**config.mk**
```make
export PLATFORM = sky130hd
export DESIGN_NAME = axi_wr_burst_master_flat
export DESIGN_NICKNAME = d
export VERILOG_FILES = /design/src/rtl/axi_wr_burst_master_pkg.sv /design/src/rtl/axi_wr_burst_master_if.sv /design/src/rtl/axi_burst_splitter.sv /design/src/rtl/axi_wr_burst_master.sv /design/src/flat_wrapper.sv
export SDC_FILE = /design/constraint.sdc
export NUM_CORES = 1
export LEC_CHECK = 0
export ABC_AREA = 1
export CORE_AREA = 4 4 117 119
export DETAILED_ROUTE_END_ITERATION = 6
export DIE_AREA = 0 0 121 123
export GPL_TIMING_DRIVEN = 0
export PLACE_DENSITY = 0.91
export SLEW_MARGIN = 20
export SYNTH_ARGS = -nofsm -noshare
export SYNTH_HDL_FRONTEND = slang
export SYNTH_SLANG_ARGS = --single-unit
```
**constraint.sdc**
```tcl
create_clock -name clk -period 3.3 [get_ports clk]
set_clock_uncertainty 0.15 [all_clocks]
set_input_delay 0.825 -clock clk [delete_from_list [all_inputs] [get_ports clk]]
set_output_delay 0.825 -clock clk [all_outputs]
set_load 0.05 [all_outputs]
```
**src/rtl/axi_wr_burst_master_pkg.sv**
```systemverilog
// rtl/axi_wr_burst_master_pkg.sv - shared AXI constants and FSM state type
package axi_wr_burst_master_pkg;

  localparam logic [2:0] AXSIZE_8B      = 3'b011;
  localparam logic [1:0] BURST_INCR     = 2'b01;
  localparam logic [1:0] RESP_OKAY      = 2'b00;
  localparam logic [7:0] WSTRB_ALL      = 8'hFF;
  localparam int         BYTES_PER_BEAT = 8;

  typedef enum logic [2:0] {
    ST_IDLE = 3'd0,
    ST_AW   = 3'd1,
    ST_W    = 3'd2,
    ST_B    = 3'd3,
    ST_DONE = 3'd4
  } state_e;

endpackage

```
**src/rtl/axi_wr_burst_master_if.sv**
```systemverilog
// rtl/axi_wr_burst_master_if.sv - AXI4 write-channel bundle (AW, W, B)
interface axi_wr_burst_master_if #(
  parameter int ADDR_W = 32
);

  logic [ADDR_W-1:0] awaddr;
  logic [7:0]        awlen;
  logic [2:0]        awsize;
  logic [1:0]        awburst;
  logic              awvalid;
  logic              awready;

  logic [63:0]       wdata;
  logic [7:0]        wstrb;
  logic              wlast;
  logic              wvalid;
  logic              wready;

  logic [1:0]        bresp;
  logic              bvalid;
  logic              bready;

  modport master (
    output awaddr, awlen, awsize, awburst, awvalid,
    input  awready,
    output wdata, wstrb, wlast, wvalid,
    input  wready,
    input  bresp, bvalid,
    output bready
  );

  modport slave (
    input  awaddr, awlen, awsize, awburst, awvalid,
    output awready,
    input  wdata, wstrb, wlast, wvalid,
    output wready,
    output bresp, bvalid,
    input  bready
  );

endinterface

```
**src/rtl/axi_burst_splitter.sv**
```systemverilog
// rtl/axi_burst_splitter.sv - remaining-beat counter, burst address and burst length
module axi_burst_splitter
  import axi_wr_burst_master_pkg::*;
#(
  parameter int ADDR_W    = 32,
  parameter int BURST_LEN = 16,
  parameter int CNT_W     = 16
) (
  input  logic              clk,
  input  logic              rst_n,
  input  logic              load,
  input  logic              advance,
  input  logic [ADDR_W-1:0] base_addr,
  input  logic [CNT_W-1:0]  total_beats,
  output logic [ADDR_W-1:0] addr,
  output logic [8:0]        burst_beats,
  output logic [7:0]        awlen,
  output logic              last_burst
);

  localparam logic [CNT_W-1:0] BURST_LEN_C = CNT_W'(BURST_LEN);

  logic [CNT_W-1:0] remaining;

  // The final burst carries whatever is left; every earlier one is full length.
  assign last_burst  = (remaining <= BURST_LEN_C);
  assign burst_beats = last_burst ? 9'(remaining) : 9'(BURST_LEN);
  // Idle with nothing remaining reports awlen 0 rather than wrapping to 255.
  assign awlen       = (burst_beats == 9'd0) ? 8'd0 : 8'(burst_beats - 9'd1);

  // Latch the transfer on start, then step past each completed burst.
  always_ff @(posedge clk or negedge rst_n) begin
    if (!rst_n) begin
      addr      <= '0;
      remaining <= '0;
    end else if (load) begin
      addr      <= base_addr;
      remaining <= total_beats;
    end else if (advance) begin
      addr      <= addr + ADDR_W'(burst_beats) * ADDR_W'(BYTES_PER_BEAT);
      remaining <= remaining - CNT_W'(burst_beats);
    end
  end

endmodule

```
**src/rtl/axi_wr_burst_master.sv**
```systemverilog
// rtl/axi_wr_burst_master.sv - writes a popped 64-bit beat stream as AXI4 INCR bursts
module axi_wr_burst_master
  import axi_wr_burst_master_pkg::*;
#(
  parameter int ADDR_W    = 32,
  parameter int BURST_LEN = 16,
  parameter int CNT_W     = 16
) (
  input  logic                         clk,
  input  logic                         rst_n,
  input  logic                         start,
  input  logic [ADDR_W-1:0]            base_addr,
  input  logic [CNT_W-1:0]             total_beats,
  output logic                         busy,
  output logic                         done,
  output logic                         err,
  input  logic                         src_valid,
  input  logic [63:0]                  src_data,
  output logic                         src_rd_en,
  axi_wr_burst_master_if.master        m_axi
);

  state_e            state;
  state_e            next_state;
  logic [8:0]        beat_cnt;
  logic [ADDR_W-1:0] addr;
  logic [8:0]        burst_beats;
  logic [7:0]        awlen;
  logic              last_burst;
  logic              load;
  logic              advance;
  logic              awvalid;
  logic              wvalid;
  logic              wlast;
  logic              bready;

  assign load    = (state == ST_IDLE) && start && (total_beats != '0);
  assign advance = (state == ST_B) && m_axi.bvalid;

  axi_burst_splitter #(
    .ADDR_W    (ADDR_W),
    .BURST_LEN (BURST_LEN),
    .CNT_W     (CNT_W)
  ) u_splitter (
    .clk         (clk),
    .rst_n       (rst_n),
    .load        (load),
    .advance     (advance),
    .base_addr   (base_addr),
    .total_beats (total_beats),
    .addr        (addr),
    .burst_beats (burst_beats),
    .awlen       (awlen),
    .last_burst  (last_burst)
  );

  // State register.
  always_ff @(posedge clk or negedge rst_n) begin
    if (!rst_n) state <= ST_IDLE;
    else        state <= next_state;
  end

  // Next-state: one burst outstanding at a time, zero-length starts go straight to DONE.
  always_comb begin
    next_state = state;
    unique case (state)
      ST_IDLE: if (start) next_state = (total_beats != '0) ? ST_AW : ST_DONE;
      ST_AW:   if (m_axi.awready) next_state = ST_W;
      ST_W:    if (src_valid && m_axi.wready && (beat_cnt == 9'd1)) next_state = ST_B;
      ST_B:    if (m_axi.bvalid) next_state = last_burst ? ST_DONE : ST_AW;
      ST_DONE: next_state = ST_IDLE;
      default: next_state = ST_IDLE;
    endcase
  end

  // Outputs: W beats flow straight from the source, so wvalid tracks src_valid.
  always_comb begin
    busy      = (state != ST_IDLE);
    done      = (state == ST_DONE);
    awvalid   = (state == ST_AW);
    wvalid    = (state == ST_W) && src_valid;
    wlast     = (state == ST_W) && (beat_cnt == 9'd1);
    bready    = (state == ST_B);
    src_rd_en = wvalid && m_axi.wready;
  end

  // Beats left in the current burst: loaded on the AW handshake, counted down per W handshake.
  always_ff @(posedge clk or negedge rst_n) begin
    if (!rst_n) begin
      beat_cnt <= '0;
    end else if (awvalid && m_axi.awready) begin
      beat_cnt <= burst_beats;
    end else if (src_rd_en) begin
      beat_cnt <= beat_cnt - 9'd1;
    end
  end

  // Sticky error flag: any non-OKAY response; cleared when a new start is accepted.
  always_ff @(posedge clk or negedge rst_n) begin
    if (!rst_n) begin
      err <= 1'b0;
    end else if ((state == ST_IDLE) && start) begin
      err <= 1'b0;
    end else if (advance && (m_axi.bresp != RESP_OKAY)) begin
      err <= 1'b1;
    end
  end

  assign m_axi.awaddr  = addr;
  assign m_axi.awlen   = awlen;
  assign m_axi.awsize  = AXSIZE_8B;
  assign m_axi.awburst = BURST_INCR;
  assign m_axi.awvalid = awvalid;
  assign m_axi.wdata   = src_data;
  assign m_axi.wstrb   = WSTRB_ALL;
  assign m_axi.wlast   = wlast;
  assign m_axi.wvalid  = wvalid;
  assign m_axi.bready  = bready;

endmodule

```
**src/flat_wrapper.sv**
```systemverilog
// flat-port wrapper written by rule: the top's interface ports become plain ports
module axi_wr_burst_master_flat import axi_wr_burst_master_pkg::*;
#(
  parameter int ADDR_W    = 32,
  parameter int BURST_LEN = 16,
  parameter int CNT_W     = 16
)
  (clk, rst_n, start, base_addr, total_beats, busy, done, err, src_valid, src_data, src_rd_en, m_axi_awaddr, m_axi_awlen, m_axi_awsize, m_axi_awburst, m_axi_awvalid, m_axi_awready, m_axi_wdata, m_axi_wstrb, m_axi_wlast, m_axi_wvalid, m_axi_wready, m_axi_bresp, m_axi_bvalid, m_axi_bready);
  axi_wr_burst_master_if #(.ADDR_W(ADDR_W)) m_axi_i ();
  input  logic clk;
  input  logic rst_n;
  input  logic start;
  input  logic [ADDR_W-1:0] base_addr;
  input  logic [CNT_W-1:0] total_beats;
  output logic busy;
  output logic done;
  output logic err;
  input  logic src_valid;
  input  logic [63:0] src_data;
  output logic src_rd_en;
  output wire logic [$bits(m_axi_i.awaddr)-1:0] m_axi_awaddr;
  output wire logic [$bits(m_axi_i.awlen)-1:0] m_axi_awlen;
  output wire logic [$bits(m_axi_i.awsize)-1:0] m_axi_awsize;
  output wire logic [$bits(m_axi_i.awburst)-1:0] m_axi_awburst;
  output wire logic [$bits(m_axi_i.awvalid)-1:0] m_axi_awvalid;
  input wire logic [$bits(m_axi_i.awready)-1:0] m_axi_awready;
  output wire logic [$bits(m_axi_i.wdata)-1:0] m_axi_wdata;
  output wire logic [$bits(m_axi_i.wstrb)-1:0] m_axi_wstrb;
  output wire logic [$bits(m_axi_i.wlast)-1:0] m_axi_wlast;
  output wire logic [$bits(m_axi_i.wvalid)-1:0] m_axi_wvalid;
  input wire logic [$bits(m_axi_i.wready)-1:0] m_axi_wready;
  input wire logic [$bits(m_axi_i.bresp)-1:0] m_axi_bresp;
  input wire logic [$bits(m_axi_i.bvalid)-1:0] m_axi_bvalid;
  output wire logic [$bits(m_axi_i.bready)-1:0] m_axi_bready;
  assign m_axi_awaddr = m_axi_i.awaddr;
  assign m_axi_awlen = m_axi_i.awlen;
  assign m_axi_awsize = m_axi_i.awsize;
  assign m_axi_awburst = m_axi_i.awburst;
  assign m_axi_awvalid = m_axi_i.awvalid;
  assign m_axi_i.awready = m_axi_awready;
  assign m_axi_wdata = m_axi_i.wdata;
  assign m_axi_wstrb = m_axi_i.wstrb;
  assign m_axi_wlast = m_axi_i.wlast;
  assign m_axi_wvalid = m_axi_i.wvalid;
  assign m_axi_i.wready = m_axi_wready;
  assign m_axi_i.bresp = m_axi_bresp;
  assign m_axi_i.bvalid = m_axi_bvalid;
  assign m_axi_bready = m_axi_i.bready;
  axi_wr_burst_master #(.ADDR_W(ADDR_W), .BURST_LEN(BURST_LEN), .CNT_W(CNT_W)) u_core (.clk(clk), .rst_n(rst_n), .start(start), .base_addr(base_addr), .total_beats(total_beats), .busy(busy), .done(done), .err(err), .src_valid(src_valid), .src_data(src_data), .src_rd_en(src_rd_en), .m_axi(m_axi_i));
endmodule
```
==> impl_metrics.json, run 1 <==
{
  "synth.distinct_cells": 54,
  "seq_area_frac_synth_pct": 29.1,
  "finalHoldViolations": 0,
  "period_share_pct": 97.6,
  "cts_tree": "done",
  "final_cell_area_um2": 7710,
  "power_density_nw_per_um2": 856,
  "cts_max_level": 3,
  "numCtsBuffers": 9,
  "netlist_instances": 744,
  "firstDrtPassIters": 5,
  "finalMaxSlewViolations": 0,
  "fmax_mhz": 310,
  "ir_drop_v": 0.000707,
  "holdWs_ps": 269,
  "area_growth_pct": 47.1,
  "die_w_um": 121,
  "timing.critical_path.arrival_ps": 2250,
  "status": "complete, no violations",
  "grt_pass1_wl_mm": 25.7,
  "start_util_pct": 41.7,
  "final_cell_mix": "nand2_1, clkdlybuf4s50_1, buf_4",
  "dr.first_iter.drc_count": 452,
  "die_h_um": 123,
  "ant_nets": 0,
  "drv_cap": 0,
  "die_area_um2": 14900,
  "worst-path-max-fanout": 5,
  "clk_pin_slew_ps": 60,
  "drt_wl_total_mm": 17.1,
  "grt_antenna_before_repair": 0,
  "cts-root-buf": "clkbuf_16",
  "layout_setup_ws_ps": 77.6,
  "synth.avg_cell_area_um2": 7.04,
  "ys_async_sr_fraction_pct": 100,
  "clock_latency_ps": 340,
  "grt_pass1_vias": 5359,
  "synth-seq-cells": 61,
  "clock_path_buffers": 2,
  "worst_slew_pin_slew_ps": 759,
  "syn-cell-area_um2": 5240,
  "track_usage_pct": 21.4,
  "port_buffers": 167,
  "worstSetupEndpointType": "primary output",
  "ioPinCount": 246,
  "fin_nets": 1095,
  "r2r_start": "u_core.u_splitter.remaining[14]",
  "remaining_drc_errors": 0,
  "vias": 5741,
  "post_drt_wl_per_cell_um": 15.0,
  "crit_type": "register to primary output",
  "crit_path_start": "u_core.u_splitter.remaining[14]",
  "mostFrequentLayoutCell": "nand2_1",
  "rrSetupSlack_ps": 210,
  "hpwl_mm": 12.9,
  "setup_viol": 0,
  "placed_area_um2": 7210,
  "coreArea_um2": 12600,
  "p_leak_nw": 3.65,
  "place_ws_ps": -609,
  "grt_overflow": 0,
  "vias_per_cell": 5.05,
  "critical_path_required_ps": 2320,
  "ctsHoldBuffers": 0,
  "hp-class": "input pin to asynchronous set/reset pin",
  "setup.worst_path.start_class": "register",
  "drive_above_1_share_pct": 20.6,
  "grt_max_degree": 35,
  "yosysWarnings": 0,
  "period_needed_ps": 3220,
  "rows": 41,
  "slew_headroom_pct": 48.9,
  "fin_util_pct": 61.3,
  "diodes": 0,
  "synth_ff_type": "dfrtp_1",
  "synth_edf_count": 0,
  "gp_congestion": 0.920,
  "cts_sinks": 61
}
[per-stage QoR]
| stage | total power (W) | cells | TNS (ps) |
|---|---|---|---|
| after detailed placement | 0.00540 | 1101 | -3920 |
| final | 0.00659 | 1137 | 0 |
| after global placement | 0.00531 | 1100 | -54170 |
| after CTS | 0.00642 | 1127 | 0 |
| after floorplan | 0.00425 | 761 | 0 |
| after global routing | 0.00700 | 1137 | -167 |
[worst paths after layout]
path                       cells past startpoint                        endpoint
min reg2reg                                    2       u_core.u_splitter.addr[1]
max                                           10                  m_axi_awlen[2]
min                                            1      u_core.u_splitter.addr[10]
min in group clk                               2       u_core.u_splitter.addr[1]
max in group asynchronous                      2  u_core.u_splitter.remaining[8]
max reg2reg                                   17      u_core.u_splitter.addr[29]
[registers in the layout (all words and copies together), names as in the netlist]
signal	flops
u_core.u_splitter.addr	32
u_core.u_splitter.remaining	16
u_core.state	3
u_core.beat_cnt	9
u_core.err	1
[critical path, cell delays in order (launching register included)]
cell and delay, ps:
dfrtp_1 410, nor2_1 130, nand2_1 90, nor2_4 210, nand2_8 110, nor2_4 110
inv_2 70, ha_4 170, xnor2_1 140, nor2_1 160, buf_2 300
[cell type report]
| cell class | instances | area (µm²) |
|---|---|---|
| Buffer | 92 | 669 |
| Clock buffer | 11 | 243 |
| Clock inverter | 5 | 36.3 |
| Fill cell | 1097 | 4860 |
| Inverter | 102 | 385 |
| Multi-Input combinational cell | 506 | 2800 |
| Sequential cell | 61 | 1530 |
| Tap cell | 172 | 215 |
| Timing Repair Buffer | 188 | 1830 |
[per-layer routing]
metal  routed length (µm)  GRT usage (%)  up-vias
met2                 8290           36.0      307
met3                 1560           5.44       27
met5                    0              0        -
met1                 6920           27.4     2667
li1                     -              -     2740
met4                  301           6.16        0
[power by group]
group	switching (W)	total (W)	internal, W
Clock	0.000367	0.000895	0.000528
Combinational	0.00274	0.00421	0.00147
Sequential	0.000381	0.00149	0.00110
Total	0.00349	0.00659	0.00311
[cells by family (layout without fill, tap and decap cells)]
logic type                 Yosys count  in the layout  synth area share (%)
adders and majority gates           14             14                  3.49
and+or+nand+nor                    366            367                  32.6
other                                2             19                 0.143
buffers and inverters              195            398                  20.5
DFF                                 61             61                  29.1
AOI/OAI and AO/OA                   87             87                  10.9
xor gates and xnor gates            19             19                  3.18
[what timing repair did]
action | 4_1_cts | 5_1_grt
setup endpoints to repair | 15 | 18
pin swaps | 6 | 8
gates cloned | 0 | 1
buffers inserted | 11 | 9
gates resized for setup | 51 | 16
[cell usage after synthesis (7+ instances only)]
| cell type | instances | share of area, % |
|---|---|---|
| a21oi_1 | 23 | 2.2 |
| buf_2 | 7 | 0.67 |
| buf_4 | 80 | 11 |
| dfrtp_1 | 61 | 29 |
| ha_1 | 13 | 3.1 |
| inv_1 | 89 | 6.4 |
| inv_2 | 12 | 0.86 |
| nand2_1 | 189 | 14 |
| nand3_1 | 65 | 6.2 |
| nand4_1 | 8 | 0.96 |
| nor2_1 | 57 | 4.1 |
| nor3_1 | 13 | 1.2 |
| o211ai_1 | 21 | 3.0 |
| o21ai_0 | 18 | 1.7 |
| xnor2_1 | 7 | 1.2 |
| xor2_1 | 12 | 2.0 |
No activity file was read; power rests on OpenSTA's default activity.
==> inputs of run 2 (changes only) <==
Settings changed: CORE_AREA 4 4 117 119 to 2 2 115 117, DIE_AREA 0 0 121 123 to 0 0 117 119.
==> run 2 against run 1 <==
Against the previous run:
- first-iteration DRC count decreased by 3.3%
- setup slack got worse by 22 ps
- combinational power decreased by 1%
- non-clock buffer count decreased by 1
- clock-buffer cell count increased by 4
- power decreased by 0.59%
- clock power about the same
- design area decreased by 0.32%
- fmax decreased by 0.67%
- sequential cell count unchanged
- critical path type is now input pin to primary output
==> impl_metrics.json, run 2 (same netlist as run 1, synthesis figures left out) <==
{
  "status": "complete, no violations",
  "multiInputGateArea_um2": 2790,
  "finalHoldViolations": 0,
  "drv_cap": 0,
  "grt_antenna_before_repair": 0,
  "grt_max_degree": 43,
  "start_util_pct": 40.7,
  "slew_headroom_pct": 48.7,
  "setup.worst_path.start_class": "input pin",
  "grt_pass1_vias": 5324,
  "crit_type": "input pin to primary output",
  "dr.first_iter.drc_count": 437,
  "numPlacedInstances": 1105,
  "top_register": "u_core.u_splitter.addr",
  "numCtsBuffers": 9,
  "hpwl_mm": 12.3,
  "place_ws_ps": -604,
  "track_usage_pct": 23.1,
  "crit_buf_inv": 3,
  "crit_top_cell": "clkdlybuf4s50_1",
  "setup_viol": 0,
  "layout_setup_ws_ps": 55.8,
  "finalMaxSlewViolations": 0,
  "grt_util_met2_pct": 37.4,
  "mostFrequentLayoutCell": "nand2_1",
  "grt.met3_usage_pct": 6.41,
  "slowest_delay_ps": 820,
  "die_area_um2": 13900,
  "port_buffers": 167,
  "area_growth_pct": 46.7,
  "top_regs": "u_core.u_splitter.addr (32), u_core.u_splitter.remaining (16), u_core.beat_cnt (9)",
  "grt_most_used_layer": "met2",
  "grt_pass1_wl_mm": 25.3,
  "hp-class": "input pin to asynchronous set/reset pin",
  "ir_drop_v": 0.000717,
  "die_w_um": 117,
  "gp_congestion": 0.932,
  "fin_nets": 1093,
  "vias": 5619,
  "clock_latency_ps": 340,
  "diodes": 0,
  "nFillCells": 1126,
  "worstSetupEndpointType": "primary output",
  "drive_above_1_share_pct": 20.4,
  "crit_chain": "clkdlybuf4s50_1, inv_1, nor2_1, clkdlybuf4s50_1",
  "clock_path_buffers": 2,
  "period_needed_ps": 3240,
  "seq_area_um2": 1530,
  "grt_use_met1_pct": 29.9,
  "die_h_um": 119,
  "worst-path-max-fanout": 2,
  "rsz0062_at_grt": "yes",
  "rows": 42,
  "final_cell_mix": "nand2_1, clkdlybuf4s50_1, buf_4",
  "slowest_stage": "clkdlybuf4s50_1",
  "crit_family": "buffers and inverters",
  "drt_wl_total_mm": 16.2,
  "largest_register_ffs": 32,
  "power_density_nw_per_um2": 853,
  "cts_sinks": 61,
  "stdcell_count": 1139,
  "post_drt_wl_per_cell_um": 14.3,
  "vias_per_cell": 4.93,
  "holdWs_ps": 219,
  "critical_path_required_ps": 2320,
  "ant_nets": 0,
  "period_share_pct": 98.3,
  "fmax_mhz": 308,
  "firstDrtPassIters": 5,
  "coreArea_um2": 12900,
  "ioPinCount": 246,
  "ctsHoldBuffers": 0,
  "grt_overflow": 0,
  "cts_max_level": 3,
  "timing.critical_path.arrival_ps": 2270,
  "p_leak_nw": 3.60,
  "remaining_drc_errors": 0,
  "cts-root-buf": "clkbuf_16",
  "clk_pin_slew_ps": 50,
  "worst_slew_pin_slew_ps": 762,
  "cts_tree": "done"
}
-- run 2: changes by cell type in the layout (fill, tap and decap cells not counted), sizes merged --
| cell | before | now |
|---|---|---|
| clkbuf | 14 | 18 |
| clkdlybuf4s15 | 1 | 0 |
| clkdlybuf4s50 | 157 | 158 |
| clkinv | 2 | 1 |
| clkinvlp | 3 | 0 |
| dlymetal6s2s | 1 | 0 |
| nand2 | 196 | 195 |
-- run 2: routing by layer --
layer  vias up  wire (µm)  part of all wire [%]
met3        31       1440                   8.8
met1      2572       6570                    40
met5         -          0                     0
met2       275       7900                    49
li1       2741          -                     -
met4         0        333                   2.1
-- run 2: worst reg2reg max path: stages (launching register included) --
cell and delay [ps]:
dfrtp_1 390, inv_2 100, nand2_2 70, nor2_2 130
nand2_1 80, nand2_2 110, nand2_8 90, nor2_4 140
ha_2 240, inv_1 70, fa_1 410, o21ai_2 220
inv_1 110, o21bai_2 180, nand2_1 70, nand2_1 120
nand2_1 100, xor2_1 150, nand2_1 60, nand2_1 50
-- run 2: metrics by stage --
| step | util, % | setup TNS, ps | area [µm²] | power (W) |
|---|---|---|---|---|
| finish | 59.7 | 0 | 7680 | 0.00655 |
| global route | 59.7 | -163 | 7680 | 0.00697 |
| CTS | 58.9 | 0 | 7580 | 0.00643 |
| detailed placement | 56.0 | -4140 | 7220 | 0.00539 |
| global placement | 55.9 | -52810 | 7200 | 0.00530 |
| floorplan | - | 0 | 5310 | 0.00425 |
-- run 2: what timing repair did --
item                                    4_1_cts  5_1_grt
cloned                                        0        0
pin swaps                                     8        8
endpoints found under the setup margin       15       15
gates resized for setup                      52       17
setup buffers                                12        7
-- run 2: final cells by class --
class / count / share of cell area (%)
multi-input cells: 505 / 36.4
repair buffers: 187 / 23.5
flip-flops and latches: 61 / 19.9
plain buffers: 92 / 8.71
inverters: 102 / 5.05
clock buffers: 15 / 3.49
well taps: 176 / 2.87
clock inverters: 1 / 0.0652
-- run 2: path summary, 6_finish.rpt --
path                                                 from                              end  slack (ps)  cells after the start
hold reg to reg                 u_core.u_splitter.addr[1]        u_core.u_splitter.addr[1]         340                      2
setup reg to reg           u_core.u_splitter.remaining[2]       u_core.u_splitter.addr[29]         140                     19
hold / removal                                      rst_n               u_core.beat_cnt[1]         220                      1
min in group clk                u_core.u_splitter.addr[1]        u_core.u_splitter.addr[1]         340                      2
max in group asynchronous                           rst_n  u_core.u_splitter.remaining[12]        2240                      2
setup / recovery                                src_valid                     m_axi_wvalid          60                      4
-- run 2: report_power, final --
part / internal (W) / switching, W
Combinational: 0.00146 / 0.00271
Sequential: 0.00111 / 0.000384
Clock: 0.000549 / 0.000348
==> inputs of run 3 (changes only) <==
Settings changed: MAX_ROUTING_LAYER set to met4.
==> run 3 against run 2 <==
Against the previous run:
- the run now ends with DRC, setup timing left
- global-route usage up 0.93 points
- first-iteration DRC count grew 19%
- utilization up 0.44 points
- wire length rose by 2.8%
- non-clock buffer count decreased by 4
- design area is 0.73% higher
- critical path depth grew 10
- sequential cell count is the same
- setup slack lost 66 ps
- sequential power barely moved
- die area did not move
==> impl_metrics.json, run 3 (same netlist as run 1, synthesis figures left out) <==
{
  "grt_pass1_wl_mm": 25.4,
  "track_usage_pct": 24.1,
  "cts_tree": "done",
  "vias_per_cell": 5.03,
  "diodes": 0,
  "remaining_drc_errors": 1,
  "r2r_cells": 19,
  "rows": 42,
  "post_drt_wl_per_cell_um": 14.7,
  "ant_nets": 0,
  "place_ws_ps": -608,
  "finalHoldViolations": 0,
  "finalMaxSlewViolations": 0,
  "ir_drop_v": 0.000851,
  "die_area_um2": 13900,
  "worstSetupEndpointType": "primary output",
  "rrSetupSlack_ps": 90,
  "die_w_um": 117,
  "ioPinCount": 246,
  "crit_path_start": "u_core.u_splitter.remaining[5]",
  "hp-class": "input pin to asynchronous set/reset pin",
  "p_leak_nw": 3.63,
  "worst_slew_pin_slew_ps": 713,
  "numCtsBuffers": 9,
  "drv_cap": 0,
  "cts_max_level": 3,
  "clock_path_buffers": 2,
  "firstDrtPassIters": 7,
  "crit_type": "register to primary output",
  "dr.first_iter.drc_count": 520,
  "drt_wl_total_mm": 16.7,
  "p_total_w": 0.00672,
  "r2r_start": "u_core.u_splitter.remaining[5]",
  "top_register": "u_core.u_splitter.addr",
  "setup_viol": 1,
  "mostFrequentLayoutCell": "nand2_1",
  "area_growth_pct": 47.7,
  "timing.critical_path.arrival_ps": 2340,
  "status": "finished with violations",
  "final_cell_mix": "nand2_1, clkdlybuf4s50_1, buf_4",
  "grt_overflow": 0,
  "rsz0062_at_grt": "yes",
  "clk_pin_slew_ps": 60,
  "clock_latency_ps": 350,
  "vias": 5712,
  "r2r-end": "u_core.u_splitter.addr[29]",
  "layout_setup_ws_ps": -10.6,
  "critical_path_required_ps": 2320,
  "stdcell_count": 1135,
  "fmax_mhz": 302,
  "die_h_um": 119,
  "top_regs": "u_core.u_splitter.addr (32), u_core.u_splitter.remaining (16), u_core.beat_cnt (9)",
  "cts-root-buf": "clkbuf_16",
  "numPlacedInstances": 1105,
  "drive_above_1_share_pct": 20.4,
  "gp_congestion": 0.946,
  "period_share_pct": 100,
  "period_needed_ps": 3310,
  "port_buffers": 167,
  "violations": "DRC, setup timing",
  "start_util_pct": 40.7,
  "worst-path-max-fanout": 8,
  "grt_antenna_before_repair": 0,
  "cts_sinks": 61,
  "setup.worst_path.start_class": "register",
  "hpwl_mm": 12.4,
  "power_density_nw_per_um2": 868,
  "fin_nets": 1089,
  "grt_max_degree": 55,
  "largest_register_ffs": 32,
  "finalSetupTns_ps": -10.6,
  "slew_headroom_pct": 52.0,
  "grt_pass1_vias": 5294,
  "coreArea_um2": 12900
}
-- run 3: cell types whose count changed in the layout (fill, tap and decap cells not counted), moves of 2 or more --
| cell | change |
|---|---|
| buf_4 | -4 |
| buf_2 | -3 |
| clkbuf_1 | -3 |
| bufinv_16 | +2 |
| clkbuf_4 | +2 |
-- run 3: worst max path at each step --
stage                                            end  slack [ps]  depth (start not counted)
after floorplan                       m_axi_awlen[3]          30                         11
after detailed placement              m_axi_awlen[1]        -610                         15
after CTS                             m_axi_awlen[3]          10                         13
after global routing                  m_axi_awlen[1]        -120                         14
final                                 m_axi_awlen[1]         -10                         14
after global placement    u_core.u_splitter.addr[23]        -820                          1
-- run 3: timing repair --
item | CTS | global route
resized for setup | 53 | 26
setup endpoints to repair | 17 | 22
hold endpoints to repair | 0 | 0
setup buffers | 7 | 8
pin swaps | 4 | 11
hold buffers | 0 | 0
-- run 3: where the power goes --
group / leakage (nW) / internal (W) / switching, W
Combinational: 2.72 / 0.00143 / 0.00272
Sequential: 0.752 / 0.00111 / 0.000400
Clock: 0.163 / 0.000700 / 0.000363
-- run 3: through the flow --
| step | utilization (%) | instance area [µm²] | hold WS (ps) |
|---|---|---|---|
| finish | 60.1 | 7740 | 149 |
| global route | 60.1 | 7740 | 152 |
| CTS | 59.2 | 7630 | 146 |
| detailed placement | 56.1 | 7220 | 332 |
| global placement | 55.9 | 7200 | 317 |
| floorplan | - | 5310 | 337 |
-- run 3: layout make-up --
class	instances	area, µm²
fill	1102	5140
multi-input combinational	505	2800
timing repair buffer	183	1800
sequential	61	1530
buffer	92	669
inverter	102	390
clock buffer	12	256
tap	176	220
clock inverter	4	70.1
-- run 3: metal layers --
| layer | vias to the layer above | wire length (µm) | GRT usage [%] |
|---|---|---|---|
| met5 | - | 0 | - |
| met4 | 0 | 376 | 7.57 |
| met3 | 37 | 1410 | 5.60 |
| met2 | 300 | 8000 | 37.6 |
| met1 | 2645 | 6900 | 30.8 |
| li1 | 2730 | - | - |
-- run 3: worst max-delay path, stage by stage (launching register included) --
cell and delay, ps:
dfrtp_2 440, inv_2 80, nand2_2 60, nor2_2 120, nand2_1 70, nand2_2 120
nand2_8 90, nor2_4 180, inv_4 70, ha_4 180, nand3_4 90, inv_4 40
or2_1 240, inv_2 70, buf_8 130
